### config.mk
export PLATFORM = sky130hd
export DESIGN_NAME = ifu_fetch
export DESIGN_NICKNAME = d
export VERILOG_FILES = /design/src/rtl/ifu_fetch.sv
export SDC_FILE = /design/constraint.sdc
export NUM_CORES = 1
export LEC_CHECK = 0
export ABC_AREA = 1
export CORE_MARGIN = 1.5
export CORE_UTILIZATION = 33
export DETAILED_ROUTE_END_ITERATION = 10
export PLACE_DENSITY = 0.7
export SKIP_CTS_REPAIR_TIMING = 1
export SLEW_MARGIN = 20
export SYNTH_ARGS = -nofsm -noshare
export SYNTH_HDL_FRONTEND = slang
export SYNTH_SLANG_ARGS = --single-unit
### constraint.sdc
create_clock -name clk -period 2.35 [get_ports clk]
set_input_delay 0.47 -clock clk [delete_from_list [all_inputs] [get_ports clk]]
set_output_delay 0.47 -clock clk [all_outputs]
set_load 0.05 [all_outputs]
### src/rtl/ifu_fetch.sv
// Instruction fetch unit: holds the PC, issues one memory request per instruction and
// presents the returned word to decode. Optional misaligned-npc trap: IFU_MISALIGN_CHECK_EN.
module ifu_fetch #(
  parameter logic [31:0] RESET_PC = 32'h8000_0000,
  parameter int          XLEN     = 32
) (
  input  logic            clk,
  input  logic            rst_n,
  output logic            imem_req_valid,
  input  logic            imem_req_ready,
  output logic [XLEN-1:0] imem_req_addr,
  input  logic            imem_resp_valid,
  input  logic [XLEN-1:0] imem_resp_data,
  output logic            inst_valid,
  input  logic            inst_ready,
  output logic [XLEN-1:0] inst,
  output logic [6:0]      opcode,
  output logic [2:0]      funct3,
  output logic [6:0]      funct7,
  output logic [XLEN-1:0] pc,
  input  logic            npc_valid,
  input  logic [XLEN-1:0] npc,
  output logic            fetch_busy
`ifdef IFU_MISALIGN_CHECK_EN
  , output logic          misalign_fault
`endif
);

  // state     | meaning
  // IDLE      | after reset, or halted on a misaligned npc
  // REQ       | request to imem pending acceptance
  // WAIT_RESP | request accepted, waiting for instruction data
  // HOLD      | instruction presented to decode
  // WAIT_NPC  | waiting for execute/write-back to supply the next pc
  typedef enum logic [2:0] {
    IDLE      = 3'd0,
    REQ       = 3'd1,
    WAIT_RESP = 3'd2,
    HOLD      = 3'd3,
    WAIT_NPC  = 3'd4
  } state_t;

  state_t state, state_nxt;
  logic   npc_bad;
  logic   halted;

`ifdef IFU_MISALIGN_CHECK_EN
  assign npc_bad = (npc[1:0] != 2'b00);
  assign halted  = misalign_fault;
`else
  assign npc_bad = 1'b0;
  assign halted  = 1'b0;
`endif

  always_ff @(posedge clk or negedge rst_n) begin
    if (!rst_n) state <= IDLE;
    else        state <= state_nxt;
  end

  always_comb begin
    state_nxt = state;
    case (state)
      IDLE:      if (!halted)         state_nxt = REQ;
      REQ:       if (imem_req_ready)  state_nxt = WAIT_RESP;
      WAIT_RESP: if (imem_resp_valid) state_nxt = HOLD;
      HOLD:      if (inst_ready)      state_nxt = WAIT_NPC;
      WAIT_NPC:  if (npc_valid)       state_nxt = npc_bad ? IDLE : REQ;
      default:                        state_nxt = IDLE;
    endcase
  end

  always_comb begin
    imem_req_valid = 1'b0;
    inst_valid     = 1'b0;
    fetch_busy     = 1'b1;
    case (state)
      IDLE:    fetch_busy     = 1'b0;
      REQ:     imem_req_valid = 1'b1;
      HOLD:    inst_valid     = 1'b1;
      default: ;
    endcase
  end

  always_ff @(posedge clk or negedge rst_n) begin
    if (!rst_n) begin
      pc   <= RESET_PC[XLEN-1:0];
      inst <= '0;
    end else begin
      if (state == WAIT_RESP && imem_resp_valid)
        inst <= imem_resp_data;
      if (state == WAIT_NPC && npc_valid && !npc_bad)
        pc <= npc;
    end
  end

`ifdef IFU_MISALIGN_CHECK_EN
  // Sticky until reset; keeps the FSM parked in IDLE.
  always_ff @(posedge clk or negedge rst_n) begin
    if (!rst_n)
      misalign_fault <= 1'b0;
    else if (state == WAIT_NPC && npc_valid && npc_bad)
      misalign_fault <= 1'b1;
  end
`endif

  assign imem_req_addr = pc;
  assign opcode        = inst[6:0];
  assign funct3        = inst[14:12];
  assign funct7        = inst[31:25];

endmodule

==> flow_metrics.tcl, run 1 <==
set metrics [dict create \
    syn_inst 353 \
    coreArea_um2 10280 \
    worst_r2r_path_depth 5 \
    critPathMaxFanout 3 \
    period_share_pct 91.59 \
    start_util_pct 33.75 \
    synth-seq-cells 67 \
    synth-edff-count 0 \
    cpPeakStageDelay_ps 800 \
    pre_cts_ws_ps 338.1 \
    drive_above_1_share_pct 22.04 \
    grt_overflow 0 \
    end_kind "primary output" \
    io_buffers 185 \
    use_met2_pct 24.60 \
    clk_latency_ps 330 \
    rsz0062_at_grt "false" \
    criticalPathCategory "flip-flop to primary output" \
    path_cells "clkdlybuf4s50_1" \
    worstMarginPinSlew_ps 851.8 \
    grt_pass1_wl_um 12430 \
    crit_end "imem_req_addr[31]" \
    run_status "complete, no violations" \
    ff2ff_setup_slack_ps 760 \
    synth_common_cells "inv_1, dfrtp_1, o21ai_2, nand2_1, buf_4" \
    syn_area_um2 3468 \
    fmax_ghz 0.4646 \
    numCtsBuffers 9 \
    final_nets 564 \
    top_usage_layer "met2" \
    gp_congestion 0.7716 \
    grt_pass1_vias 2645 \
    yosys.cell_types.count 20 \
    regToRegEndpoint "inst[6]$_DFFE_PN0P_" \
    dp_cells 619 \
    finalCriticalPeriod_ps 2152 \
    syn_area_per_cell_um2 9.825 \
    met1_usage_pct 15.82 \
    clock_sinks 67 \
    tns_ps 0 \
    setup_viol 0 \
    synth_top_flop_cell "dfrtp_1" \
    hpwl_um 5795 \
    tritoncts "done" \
    cts_root_buf "clkbuf_8" \
    diodes 0 \
    crit_family "buffers and inverters" \
    drc_errors 0 \
    cp.arrival_ps 1680 \
    drv_slew 0 \
    fill_cells 966 \
    worstPathRequired_ps 1880 \
    yosysSeqAreaShare_pct 48.38 \
    maxSlewHeadroom_pct 43.21 \
    yosysTopAreaCell "dfrtp_1" \
    cp_slowest_cell "clkdlybuf4s50_1" \
    track_usage_pct 14.01 \
    fin_hold_ws_ps 253.5 \
    num_vias 2631 \
    synthArstFlopShare_pct 100.0 \
    post-synth-top-count-cell "inv_1" \
    num_io_pins 186 \
    clkTransAtPathRegs_ps 70 \
    routed_wl_um 7653 \
    clk_path_buf_depth 2 \
    drtIter0Drc 84 \
    worstSetupStartpointType "flip-flop" \
    h-tree-depth 3 \
    final_cells 635 \
    drtAntennaViolNets 0 \
    die_w_um 105.5 \
    worstSetupPathDepth 1 \
    firstDrtPassIters 4 \
    dieArea_um2 11130 \
    synth.area.top_cells "dfrtp_1, o21ai_2, buf_4, inv_1, nand2_1" \
    synth_nets 423 \
    setup_slack_ps 197.7 \
    startpoint "imem_req_addr[31]$_DFFE_PN1P_" \
    synth_top_cell_area_share_pct 47.62 \
    min_path_type "input port to asynchronous set/reset pin" \
    die_h_um 105.5 \
    antenna_found_initial 0 \
    avgRoutedWirePerCell_um 12.05 \
    grt_max_degree 68 \
    fin_skew_ps 8.151 \
    rows 37 \
    hold_viol_final 0 \
    synth_warnings 0 \
    use_met3_pct 4.391 \
    r2r_start "state[2]$_DFFE_PN0P_" \
    via_per_inst 4.143 \
    syn2layout_area_growth_pct 50.43 \
    drv_cap 0 \
    path_buf_inv 1 \
]
==> per-layer routing <==
layer  vias to the layer above  part of all wire [%]
met3                        13                   9.0
li1                       1297                     -
met2                       120                    50
met1                      1201                    40
met5                         -                     0
met4                         0                   1.6
==> layout by cell type (no fill, tap or decap) <==
| master | n |
|---|---|
| nor2_4 | 3 |
| nand3_2 | 1 |
| o21ai_0 | 1 |
| dfrtp_1 | 66 |
| o21ai_1 | 1 |
| nor2_1 | 1 |
| a21oi_1 | 1 |
| clkbuf_8 | 11 |
| dfstp_2 | 1 |
| clkbuf_1 | 3 |
| nand2_1 | 61 |
| nor2_2 | 1 |
| clkinv_2 | 2 |
| nand3_1 | 1 |
| buf_12 | 2 |
| inv_1 | 69 |
| nor3_1 | 1 |
| nor3b_1 | 1 |
| o21ai_2 | 64 |
| buf_4 | 9 |
| clkdlybuf4s50_1 | 181 |
| nand3b_1 | 1 |
| nand2_2 | 14 |
| dlymetal6s2s_1 | 1 |
| nand3_4 | 2 |
==> stage by stage <==
stage / instance area, um^2 / utilization [%]
2_1_floorplan: 3468 / -
3_3_place_gp: 5042 / 49.06
3_5_place_dp: 5042 / 49.06
4_1_cts: 5215 / 50.74
5_1_grt: 5218 / 50.77
6_report: 5218 / 50.77
==> how the worst min path moves through the flow <==
stage	from	endpoint	slack (ps)	cells after the start
2_1_floorplan	rst_n	imem_req_addr[0]$_DFFE_PN0P_	170	0
3_3_place_gp	inst[7]$_DFFE_PN0P_	inst[7]$_DFFE_PN0P_	470	2
3_5_place_dp	inst[11]$_DFFE_PN0P_	inst[11]$_DFFE_PN0P_	480	2
4_1_cts	rst_n	imem_req_addr[20]$_DFFE_PN0P_	270	1
5_1_grt	rst_n	imem_req_addr[10]$_DFFE_PN0P_	320	1
6_report	rst_n	imem_req_addr[21]$_DFFE_PN0P_	250	1
==> state kept, by name (all words and copies together), names as in the netlist <==
name	flops
state	3
imem_req_addr	32
inst	32
==> kinds of logic (layout without fill, tap and decap cells) <==
kind of cell | Yosys count | after routing | synth area share [%]
and+or+nand+nor | 87 | 87 | 12.41
buffers and inverters | 132 | 278 | 22.62
AOI/OAI and AO/OA | 67 | 67 | 16.59
DFF | 67 | 67 | 48.38
==> cell type report <==
type                    instances  area, um^2  area share, %
well taps                     136       170.2          3.261
repair buffers                193        1932          37.03
multi-input cells             154        1006          19.28
flip-flops and latches         67        1678          32.16
clock buffers                  14       162.7          3.118
inverters                      69       259.0          4.964
clock inverters                 2       10.01         0.1918
Power of run 1 is left out: the tool's default activity adds up to more than one toggle a clock period on the data nets, which glitch-free logic cannot reach.
==> run 2: changes to the inputs <==
--- a/config.mk
+++ b/config.mk
@@ -9,6 +9,7 @@
 export CORE_MARGIN = 1.5
 export CORE_UTILIZATION = 33
 export DETAILED_ROUTE_END_ITERATION = 10
+export GPL_ROUTABILITY_DRIVEN = 0
 export PLACE_DENSITY = 0.7
 export SKIP_CTS_REPAIR_TIMING = 1
 export SLEW_MARGIN = 20
==> constraint.sdc (replaced) <==
create_clock -name clk -period 2.3 [get_ports clk]
set_input_delay 0.46 -clock clk [delete_from_list [all_inputs] [get_ports clk]]
set_output_delay 0.46 -clock clk [all_outputs]
set_load 0.05 [all_outputs]
==> flow_metrics.tcl, run 2 (synthesized netlist as in run 1, its figures left out) <==
set metrics [dict create \
    routed_wl_um 7638 \
    finalCriticalPeriod_ps 2164 \
    clock_sinks 67 \
    min_path_type "input port to asynchronous set/reset pin" \
    path_buf_inv 1 \
    grt_pass1_wl_um 12430 \
    grt_max_degree 68 \
    drtIter0Drc 71 \
    drtAntennaViolNets 0 \
    tritoncts "done" \
    cp.arrival_ps 1700 \
    clk_path_buf_depth 2 \
    final_nets 561 \
    mostFrequentLayoutCells "clkdlybuf4s50_1, inv_1, dfrtp_1, o21ai_2, nand2_1" \
    syn2layout_area_growth_pct 50.22 \
    coreArea_um2 10280 \
    criticalPathCategory "flip-flop to primary output" \
    worstSetupStartpointType "flip-flop" \
    num_vias 2609 \
    drc_errors 0 \
    tns_ps 0 \
    critPathMaxFanout 3 \
    maxSlewHeadroom_pct 44.81 \
    die_w_um 105.5 \
    diodes 0 \
    drv_slew 0 \
    clkTransAtPathRegs_ps 80 \
    start_util_pct 33.75 \
    io_buffers 185 \
    crit_family "buffers and inverters" \
    grt_pass1_vias 2553 \
    dieArea_um2 11130 \
    setup_slack_ps 136.1 \
    cts_root_buf "clkbuf_8" \
    pre_cts_ws_ps 471.3 \
    worstMarginPinSlew_ps 827.9 \
    antenna_found_initial 0 \
    numCtsBuffers 9 \
    setup_viol 0 \
    rows 37 \
    cp_slowest_cell "clkdlybuf4s50_1" \
    avgRoutedWirePerCell_um 12.09 \
    drive_above_1_share_pct 22.38 \
    h-tree-depth 3 \
    fill_cells 1004 \
    path_cells "clkdlybuf4s50_1" \
    rsz0062_at_grt "false" \
    end_kind "primary output" \
    track_usage_pct 14.08 \
    clk_latency_ps 330 \
    worstPathRequired_ps 1840 \
    cpPeakStageDelay_ps 810 \
    via_per_inst 4.128 \
    period_share_pct 94.08 \
    drv_cap 0 \
    grt_overflow 0 \
    hold_viol_final 0 \
    firstDrtPassIters 4 \
    die_h_um 105.5 \
    fmax_ghz 0.4621 \
    run_status "complete, no violations" \
    layout_commonest_cell "clkdlybuf4s50_1" \
    hpwl_um 5816 \
    num_io_pins 186 \
    fin_skew_ps 8.221 \
    final_core_util_pct 50.69 \
]
[run 2: cell types whose count changed in the layout (fill, tap and decap cells not counted), sizes merged]
cell	change
clkbuf	-5
buf	-2
clkinv	+2
clkinvlp	+2
bufinv	+1
dlymetal6s2s	-1
[run 2: metal layers]
metal  wire (um)  up-vias  global-route usage, %
met5           0        -                      0
met4         104        0                  4.923
met3         666       11                  4.391
met2        3752      123                  24.37
met1        3114     1184                  16.46
li1            -     1291                      -
[run 2: area by class of cell]
type / instances / area (um^2) / area share, %
tap: 136 / 170.2 / 3.266
timing repair buffer: 190 / 1904 / 36.55
clock buffer: 9 / 123.9 / 2.378
inverter: 69 / 259.0 / 4.971
clock inverter: 7 / 68.82 / 1.321
sequential: 67 / 1678 / 32.20
multi-input combinational: 154 / 1006 / 19.31
[run 2: worst paths after layout]
path | endpoint | cells past startpoint | slack (ps) | from
max in group asynchronous | inst[23]$_DFFE_PN0P_ | 1 | 1530 | rst_n
setup reg to reg | inst[6]$_DFFE_PN0P_ | 5 | 780 | state[2]$_DFFE_PN0P_
min in group clk | inst[18]$_DFFE_PN0P_ | 2 | 490 | inst[18]$_DFFE_PN0P_
hold / removal | imem_req_addr[14]$_DFFE_PN0P_ | 1 | 230 | rst_n
setup / recovery | pc[31] | 1 | 140 | imem_req_addr[31]$_DFFE_PN1P_
hold reg to reg | inst[18]$_DFFE_PN0P_ | 2 | 490 | inst[18]$_DFFE_PN0P_
[run 2: stage by stage]
stage	instance area, um^2	cells	hold WS (ps)
after floorplan	3468	353	164.4
after global placement	5017	616	465.4
after detailed placement	5017	616	468.4
after CTS	5210	632	246.0
after global routing	5210	632	291.1
final	5210	632	231.0
Power of run 2 is left out for the same reason.
==> run 3: changes to the inputs <==
--- a/config.mk
+++ b/config.mk
@@ -8,6 +8,7 @@
 export ABC_AREA = 1
 export CORE_MARGIN = 1.5
 export CORE_UTILIZATION = 33
+export CTS_CLUSTER_SIZE = 28
 export DETAILED_ROUTE_END_ITERATION = 10
 export GPL_ROUTABILITY_DRIVEN = 0
 export PLACE_DENSITY = 0.7
==> results of run 3 <==
Final layout, timing and power as in run 2 (identical DEF).
Power of run 3 is left out for the same reason.
